**config.mk**
```make
export PLATFORM = sky130hd
export DESIGN_NAME = ofmap_writer_flat
export DESIGN_NICKNAME = d
export VERILOG_FILES = /design/src/rtl/ofmap_pkg.sv /design/src/rtl/ofmap_if.sv /design/src/rtl/ofmap_fifo.sv /design/src/rtl/ofmap_writer.sv /design/src/flat_wrapper.sv
export SDC_FILE = /design/constraint.sdc
export NUM_CORES = 1
export LEC_CHECK = 0
export ABC_CLOCK_PERIOD_IN_PS = 3500
export CORE_MARGIN = 2
export CORE_UTILIZATION = 45
export CTS_CLUSTER_SIZE = 24
export DETAILED_ROUTE_END_ITERATION = 8
export MAX_ROUTING_LAYER = met4
export PLACE_DENSITY = 0.67
export SETUP_SLACK_MARGIN = 0.2
export SLEW_MARGIN = 20
export SYNTH_ARGS = -nofsm -noshare
export SYNTH_HDL_FRONTEND = slang
export SYNTH_SLANG_ARGS = --single-unit
```
**constraint.sdc**
```tcl
create_clock -name clk -period 3.5 [get_ports clk]
set_input_delay 0.7 -clock clk [delete_from_list [all_inputs] [get_ports clk]]
set_output_delay 0.7 -clock clk [all_outputs]
set_load 0.02 [all_outputs]
```
**src/rtl/ofmap_pkg.sv**
```systemverilog
// Shared definitions for the OFMAP writer: FSM encoding, default widths, frame sizing.
// Optional build macro used by this slice: OFMAP_RELU_EN (see ofmap_writer).
package ofmap_pkg;

    typedef enum logic [1:0] {
        ST_IDLE  = 2'd0,
        ST_RUN   = 2'd1,
        ST_DRAIN = 2'd2,
        ST_DONE  = 2'd3
    } state_e;

    localparam int DEF_DATA_WIDTH  = 16;
    localparam int DEF_TILING_SIZE = 8;
    localparam int DEF_NUM_TILES   = 64;
    localparam int DEF_ADDR_WIDTH  = 16;
    localparam int DEF_FIFO_DEPTH  = 16;
    localparam int SEL_WIDTH       = 4;

    function automatic int frame_total(input int num_tiles, input int tiling_size);
        return num_tiles * tiling_size;
    endfunction

endpackage

```
**src/rtl/ofmap_if.sv**
```systemverilog
// Element stream in from the tile write sequencer and SRAM write port out of the OFMAP writer.
interface ofmap_if #(
    parameter int DATA_WIDTH = 16,
    parameter int ADDR_WIDTH = 16
);
    logic                  valid_in;
    logic [3:0]            sel_in;
    logic [DATA_WIDTH-1:0] data_in;
    logic                  mem_ready;
    logic                  mem_wr_en;
    logic [ADDR_WIDTH-1:0] mem_addr;
    logic [DATA_WIDTH-1:0] mem_wdata;

    // Environment side: drives the element stream and the SRAM ready.
    modport master (
        output valid_in, sel_in, data_in, mem_ready,
        input  mem_wr_en, mem_addr, mem_wdata
    );

    // Writer side.
    modport slave (
        input  valid_in, sel_in, data_in, mem_ready,
        output mem_wr_en, mem_addr, mem_wdata
    );
endinterface

```
**src/rtl/ofmap_fifo.sv**
```systemverilog
// Show-ahead synchronous FIFO; head is valid whenever empty is low.
module ofmap_fifo #(
    parameter int DATA_WIDTH = 16,
    parameter int DEPTH      = 16
) (
    input  logic                  clk,
    input  logic                  rst_n,
    input  logic                  push,
    input  logic                  pop,
    input  logic [DATA_WIDTH-1:0] wdata,
    output logic                  full,
    output logic                  empty,
    output logic [DATA_WIDTH-1:0] head
);
    localparam int PW = $clog2(DEPTH);

    logic [PW:0]           wr_ptr_r;
    logic [PW:0]           rd_ptr_r;
    logic [DATA_WIDTH-1:0] mem_r [DEPTH];
    logic                  push_ok_s;
    logic                  pop_ok_s;

    // A push into a full FIFO is legal when the head leaves in the same cycle.
    assign push_ok_s = push && (!full || pop);
    assign pop_ok_s  = pop && !empty;

    assign empty = (wr_ptr_r == rd_ptr_r);
    assign full  = (wr_ptr_r[PW] != rd_ptr_r[PW]) &&
                   (wr_ptr_r[PW-1:0] == rd_ptr_r[PW-1:0]);
    assign head  = mem_r[rd_ptr_r[PW-1:0]];

    // Read/write pointers with wrap bit.
    always_ff @(posedge clk or negedge rst_n) begin
        if (!rst_n) begin
            wr_ptr_r <= '0;
            rd_ptr_r <= '0;
        end else begin
            if (push_ok_s) begin
                wr_ptr_r <= wr_ptr_r + (PW+1)'(1);
            end
            if (pop_ok_s) begin
                rd_ptr_r <= rd_ptr_r + (PW+1)'(1);
            end
        end
    end

    // Storage array.
    always_ff @(posedge clk or negedge rst_n) begin
        if (!rst_n) begin
            for (int i = 0; i < DEPTH; i++) begin
                mem_r[i] <= '0;
            end
        end else if (push_ok_s) begin
            mem_r[wr_ptr_r[PW-1:0]] <= wdata;
        end
    end

endmodule

```
**src/rtl/ofmap_writer.sv**
```systemverilog
// Buffers the tile element stream and writes it to OFMAP SRAM at base_addr + element count.
// Build option OFMAP_RELU_EN: clamp negative (signed) elements to zero before buffering.
module ofmap_writer
    import ofmap_pkg::*;
#(
    parameter int DATA_WIDTH  = DEF_DATA_WIDTH,
    parameter int TILING_SIZE = DEF_TILING_SIZE,
    parameter int NUM_TILES   = DEF_NUM_TILES,
    parameter int ADDR_WIDTH  = DEF_ADDR_WIDTH,
    parameter int FIFO_DEPTH  = DEF_FIFO_DEPTH
) (
    input  logic                  clk,
    input  logic                  rst_n,
    input  logic                  start,
    input  logic [ADDR_WIDTH-1:0] base_addr,
    ofmap_if.slave                bus,
    output logic                  busy,
    output logic                  frame_done,
    output logic                  overflow,
    output logic                  seq_err
);
    localparam int TOTAL = frame_total(NUM_TILES, TILING_SIZE);
    localparam int CW    = $clog2(TOTAL + 1);
    localparam logic [CW-1:0]        TOTAL_C  = CW'(TOTAL);
    localparam logic [SEL_WIDTH-1:0] LAST_IDX = SEL_WIDTH'(TILING_SIZE - 1);

    state_e                 state_r;
    state_e                 state_s;
    logic [CW-1:0]          push_cnt_r;
    logic [CW-1:0]          wr_cnt_r;
    logic [CW-1:0]          push_cnt_s;
    logic [CW-1:0]          wr_cnt_s;
    logic [ADDR_WIDTH-1:0]  addr_r;
    logic [SEL_WIDTH-1:0]   idx_r;
    logic                   overflow_r;
    logic                   seq_err_r;
    logic                   in_run_s;
    logic                   active_s;
    logic                   wr_en_s;
    logic                   push_s;
    logic                   pop_s;
    logic                   drop_s;
    logic                   sel_bad_s;
    logic                   fifo_full_s;
    logic                   fifo_empty_s;
    logic [DATA_WIDTH-1:0]  fifo_head_s;
    logic [DATA_WIDTH-1:0]  push_data_s;

    ofmap_fifo #(
        .DATA_WIDTH (DATA_WIDTH),
        .DEPTH      (FIFO_DEPTH)
    ) u_fifo (
        .clk   (clk),
        .rst_n (rst_n),
        .push  (push_s),
        .pop   (pop_s),
        .wdata (push_data_s),
        .full  (fifo_full_s),
        .empty (fifo_empty_s),
        .head  (fifo_head_s)
    );

    // Push/pop/drop decode and next counter values.
    always_comb begin
        in_run_s   = (state_r == ST_RUN);
        active_s   = in_run_s || (state_r == ST_DRAIN);
        wr_en_s    = active_s && !fifo_empty_s;
        pop_s      = wr_en_s && bus.mem_ready;
        push_s     = 1'b0;
        drop_s     = 1'b0;
        if (bus.valid_in) begin
            if (in_run_s) begin
                push_s = !fifo_full_s || pop_s;
                drop_s = fifo_full_s && !pop_s;
            end else begin
                drop_s = (state_r == ST_DRAIN);
            end
        end else begin
            push_s = 1'b0;
        end
        sel_bad_s  = (bus.sel_in != (idx_r + SEL_WIDTH'(1)));
        push_cnt_s = push_cnt_r + CW'(push_s);
        wr_cnt_s   = wr_cnt_r + CW'(pop_s);
    end

    // Optional ReLU clamp ahead of the buffer.
    always_comb begin
        push_data_s = bus.data_in;
`ifdef OFMAP_RELU_EN
        if (bus.data_in[DATA_WIDTH-1]) begin
            push_data_s = '0;
        end else begin
            push_data_s = bus.data_in;
        end
`endif
    end

    // Next-state logic.
    always_comb begin
        state_s = state_r;
        case (state_r)
            ST_IDLE: begin
                if (start) begin
                    state_s = ST_RUN;
                end else begin
                    state_s = ST_IDLE;
                end
            end
            ST_RUN: begin
                if ((push_cnt_s == TOTAL_C) && (wr_cnt_s == TOTAL_C)) begin
                    state_s = ST_DONE;
                end else if (push_cnt_s == TOTAL_C) begin
                    state_s = ST_DRAIN;
                end else begin
                    state_s = ST_RUN;
                end
            end
            ST_DRAIN: begin
                if (wr_cnt_s == TOTAL_C) begin
                    state_s = ST_DONE;
                end else begin
                    state_s = ST_DRAIN;
                end
            end
            ST_DONE: state_s = ST_IDLE;
            default: state_s = ST_IDLE;
        endcase
    end

    // State register.
    always_ff @(posedge clk or negedge rst_n) begin
        if (!rst_n) begin
            state_r <= ST_IDLE;
        end else begin
            state_r <= state_s;
        end
    end

    // Counters, address generator and sticky flags; a honoured start reinitialises the frame.
    always_ff @(posedge clk or negedge rst_n) begin
        if (!rst_n) begin
            push_cnt_r <= '0;
            wr_cnt_r   <= '0;
            addr_r     <= '0;
            idx_r      <= '0;
            overflow_r <= 1'b0;
            seq_err_r  <= 1'b0;
        end else if ((state_r == ST_IDLE) && start) begin
            push_cnt_r <= '0;
            wr_cnt_r   <= '0;
            addr_r     <= base_addr;
            idx_r      <= '0;
            overflow_r <= 1'b0;
            seq_err_r  <= 1'b0;
        end else begin
            push_cnt_r <= push_cnt_s;
            wr_cnt_r   <= wr_cnt_s;
            if (pop_s) begin
                addr_r <= addr_r + ADDR_WIDTH'(1);
            end
            if (drop_s) begin
                overflow_r <= 1'b1;
            end
            // Expected index follows the push count, so one bad sel does not cascade.
            if (push_s) begin
                if (sel_bad_s) begin
                    seq_err_r <= 1'b1;
                end
                if (idx_r == LAST_IDX) begin
                    idx_r <= '0;
                end else begin
                    idx_r <= idx_r + SEL_WIDTH'(1);
                end
            end
        end
    end

    assign bus.mem_wr_en = wr_en_s;
    assign bus.mem_addr  = addr_r;
    assign bus.mem_wdata = wr_en_s ? fifo_head_s : '0;
    assign busy          = active_s;
    assign frame_done    = (state_r == ST_DONE);
    assign overflow      = overflow_r;
    assign seq_err       = seq_err_r;

endmodule

```
**src/flat_wrapper.sv**
```systemverilog
// flat-port wrapper written by rule: the top's interface ports become plain ports
module ofmap_writer_flat import ofmap_pkg::*;
#(
    parameter int DATA_WIDTH  = DEF_DATA_WIDTH,
    parameter int TILING_SIZE = DEF_TILING_SIZE,
    parameter int NUM_TILES   = DEF_NUM_TILES,
    parameter int ADDR_WIDTH  = DEF_ADDR_WIDTH,
    parameter int FIFO_DEPTH  = DEF_FIFO_DEPTH
)
  (clk, rst_n, start, base_addr, busy, frame_done, overflow, seq_err, bus_valid_in, bus_sel_in, bus_data_in, bus_mem_ready, bus_mem_wr_en, bus_mem_addr, bus_mem_wdata);
  ofmap_if #(.DATA_WIDTH(DATA_WIDTH), .ADDR_WIDTH(ADDR_WIDTH)) bus_i ();
  input  logic clk;
  input  logic rst_n;
  input  logic start;
  input  logic [ADDR_WIDTH-1:0] base_addr;
  output logic busy;
  output logic frame_done;
  output logic overflow;
  output logic seq_err;
  input wire logic [$bits(bus_i.valid_in)-1:0] bus_valid_in;
  input wire logic [$bits(bus_i.sel_in)-1:0] bus_sel_in;
  input wire logic [$bits(bus_i.data_in)-1:0] bus_data_in;
  input wire logic [$bits(bus_i.mem_ready)-1:0] bus_mem_ready;
  output wire logic [$bits(bus_i.mem_wr_en)-1:0] bus_mem_wr_en;
  output wire logic [$bits(bus_i.mem_addr)-1:0] bus_mem_addr;
  output wire logic [$bits(bus_i.mem_wdata)-1:0] bus_mem_wdata;
  assign bus_i.valid_in = bus_valid_in;
  assign bus_i.sel_in = bus_sel_in;
  assign bus_i.data_in = bus_data_in;
  assign bus_i.mem_ready = bus_mem_ready;
  assign bus_mem_wr_en = bus_i.mem_wr_en;
  assign bus_mem_addr = bus_i.mem_addr;
  assign bus_mem_wdata = bus_i.mem_wdata;
  ofmap_writer #(.DATA_WIDTH(DATA_WIDTH), .TILING_SIZE(TILING_SIZE), .NUM_TILES(NUM_TILES), .ADDR_WIDTH(ADDR_WIDTH), .FIFO_DEPTH(FIFO_DEPTH)) u_core (.clk(clk), .rst_n(rst_n), .start(start), .base_addr(base_addr), .bus(bus_i), .busy(busy), .frame_done(frame_done), .overflow(overflow), .seq_err(seq_err));
endmodule
```
==> flow_results.org <==
** Run status
- Outcome :: complete, no violations

** Synthesis
- Counting flops and latches in the post-synthesis netlist gives 310.
- Adder and majority gate portion of the synthesized area :: 1.34%
- Counting flops with a built-in enable in the synthesized netlist gives 0.
- Summed over all instances, the cell type with the most area after synthesis is dfrtp_1.
- Yosys warns :: 0
- In the synthesized netlist the async set-or-reset flop fraction comes to 100%.
- Share of the synthesized area in the top cell type :: 52.1%
- Area share of xor/xnor cells in the synthesized design :: 2.94%
- Average size of a mapped cell :: 14.6 um2
- Net Count, Synth :: 1078
- Sequential element share of the synthesized area :: 52.1%
- Summing the areas of all and, or, nand and nor instances in the mapped netlist gives 5.60% of the synthesized area.
- After synthesis, the largest family of logic cells by area is multiplexers.
- The cell area that synthesis handed to floorplanning was 14900 um2.
- Synthesis produced 1021 cells.
- Most used DFF post-synth :: dfrtp_1
- Of the post-synthesis cell area, the part taken by muxes is 32.5%.
- Cells taking the most area after synthesis :: dfrtp_1 (52%), mux2_2 (17%), mux4_2 (12%)
- Fraction of the mapped netlist area in compound gates :: 2.53%
- Counting distinct cell types in the post-synthesis netlist gives 45.

** Power and ir drop
- Total power divided by cell area :: 973 nW/um2
- Leakage power total :: 7.57 nW
- Across the VDD grid, the largest voltage drop is 0.000430 V.

** Setup path
- Worst Path Required :: 2.80 ns
- CP Max Fanout :: 6
- The critical path is of the register to output pin type.
- Startpoint Class :: register
- Worst Setup End Kind :: output pin
- Critical path data arrival time :: 2.72 ns

** Place
- Post-DP Area :: 16300 um2
- Placer congestion estimate :: 0.809
- Buffers placed on the I/O ports in this run total 77.
- Final HPWL DP :: 21500 um

** Drt
- Overall via count from detail_route :: 8783
- After detailed routing, the number of remaining DRC violations is 0.
- Number of design-rule violations left by the first detailed-router iteration :: 446
- The pre-antenna-repair detailed-routing pass consisted of 4 iterations.
- Dividing the detail-routed wire length by the instance count gives 21.6 um.
- After detailed routing, the number of vias per cell comes to 5.58.
- Overall routed net length :: 34000 um
- Number of antenna-violating nets in the routed design :: 0

** Layout
- The number of antenna diodes in the final layout is 0.
- From synthesis to final layout, the design area changed by 19.0%.
- The post-route netlist has 43.2% of its cells at a drive strength greater than 1.
- Once layout is done, the placed cells without fillers occupy 17700 um2.
- Nets :: 1169

** Floorplan
- Number of cell rows :: 66
- Top Ports :: 78
- The die covers 34600 um2.
- The die is 186 um wide.
- Core region area :: 32500 um2
- From bottom edge to top edge, the die measures 186 um.
- Starting density of the core :: 45.8%

** Clock network
- Post-CTS Hold Buffers :: 0
- # H-tree levels :: 2
- Inserted Clock Buffers :: 34
- TritonCTS clock tree :: done
- Clock-pin slew was measured on the worst setup and hold paths at 0.06 ns.
- At the later pin of the worst-skew pair, clock insertion delay measures 0.53 ns.
- Clock Path Buffers :: 3
- For this design, the sink count on the clock tree is 310.
- Master cell of the clock root buffer :: clkbuf_16

** Global route
- The number of global-route vias before repair came to 9271.
- The first global-routing pass estimated 54500 um of wire.
- For this run, the total global-route usage over all layers was measured as 21.3%.
- Remaining Overflow, GRT :: 0
- The number of antenna violations at the first check in global routing was 0.
- Entering global routing, the biggest net connects 98 pins.

** STA
- Final count of pins violating max slew :: 0
- Static timing analysis puts the maximum clock frequency at 292 MHz.
- The worst pin sits at a relative slew slack of 47.4%.
- The number of failing hold endpoints at the final stage is 0.
- Final period util :: 97.7%
- Final TNS setup :: 0 ns
- Actual slew at the worst max-slew pin :: 0.789 ns
- For the finished layout, the period the worst path requires is 3.42 ns.
- Setup violations remaining at the end of the flow were counted as 0.
- Final setup skew :: 0.0346 ns
- Unrepaired setup endpoints after global routing :: true

** Hold path
- The min-delay analysis places its worst path in the category input port to asynchronous set/reset pin.

** Job
- Total of max-cap violations :: 0
## area by class of cell
cell class	instances	area [um2]
timing repair buffer	138	1540
multi-input combinational	617	6790
inverter	11	41.3
clock inverter	6	80.1
sequential	310	7760
fill	2679	14800
clock buffer	51	975
tap	442	553
## through the flow
step	setup WS [ns]	utilization (%)	hold WS (ns)	instances	power (W)
after floorplan	0.372	-	0.404	1021	0.0110
after global placement	0.0548	50.2	0.477	1503	0.0131
after detailed placement	0.0144	50.2	0.487	1503	0.0133
after CTS	0.0563	54.3	0.252	1573	0.0173
after global routing	0.0125	54.5	0.262	1575	0.0182
final	0.0793	54.5	0.213	1575	0.0173
## report_power, final
group	leakage [nW]	switching, W	internal [W]
clock	0.515	0.00142	0.00201
sequential	3.83	0.00101	0.00521
combinational	3.23	0.00301	0.00461
total	7.57	0.00544	0.0118
## Yosys cell counts (5+ instances only)
master	count
and2_1	7
and3_1	33
a21oi_1	8
xor2_1	17
inv_1	11
buf_2	29
a211oi_1	10
nand4_1	11
nor3_1	5
and4_1	6
nor2_1	23
mux2_4	30
o21ai_0	18
dfrtp_1	310
nand2_1	37
xnor2_1	33
mux4_2	80
mux2_2	227
clkbuf_1	42
ha_1	16
nand3_1	11
buf_6	7
## flip-flops by register name, summed over array words and instances (netlist names), 4 cells and up, named ones only
register / flops
u_core.bus.mem_addr: 16
u_core.idx_r: 4
u_core.push_cnt_r: 10
u_core.u_fifo.wr_ptr_r: 5
u_core.wr_cnt_r: 10
u_core.u_fifo.rd_ptr_r: 5
u_core.u_fifo.mem_r: 256
## kinds of logic after synthesis
group	after synthesis
simple gates	153
fa+ha+maj	16
mux	341
xor+xnor	50
buf+inv	94
flops	310
compound gates	57
## routing by layer
| metal | wire (um) | GRT usage, % |
|---|---|---|
| met2 | 16500 | 34.1 |
| met1 | 15400 | 29.3 |
| met3 | 1440 | 2.72 |
| met4 | 616 | 5.04 |
| met5 | 0 | - |
## layout by cell type (no fill, tap or decap), types with 23 or more instances in the layout
master / count
mux2_2: 227
clkdlybuf4s50_1: 59
nor2_1: 23
buf_4: 37
mux2_4: 30
nand2_1: 37
dfrtp_1: 308
clkbuf_16: 34
mux4_2: 80
xnor2_1: 33
## worst max-delay path, stage by stage, from the launching register on
cell and delay (ns):
dfrtp_4 0.50, buf_12 0.16, buf_12 0.14, buf_16 0.14, mux4_2 0.46, mux4_2 0.48
and3_4 0.20, buf_6 0.12
## path summary, 6_finish.rpt
path	cells past startpoint	startpoint	to	slack, ns
setup / recovery	7	u_core.u_fifo.rd_ptr_r[0]	bus_mem_wdata[3]	0.08
hold / removal	1	rst_n	u_core.bus.mem_addr[7]	0.21
setup reg to reg	13	u_core.u_fifo.rd_ptr_r[0]	u_core.state_r[0]	0.32
hold reg to reg	1	u_core.u_fifo.rd_ptr_r[4]	u_core.u_fifo.rd_ptr_r[4]	0.49
max in group asynchronous	2	rst_n	u_core.u_fifo.mem_r[26]	2.44
min in group clk	1	u_core.u_fifo.rd_ptr_r[4]	u_core.u_fifo.rd_ptr_r[4]	0.49
## repair_timing
action | CTS | global route
endpoints found under the setup margin | 18 | 19
buffers inserted | 10 | 2
pin swaps | 2 | 0
gates resized for setup | 102 | 15
cloned | 3 | 0
(Power assumes the default switching activity.)
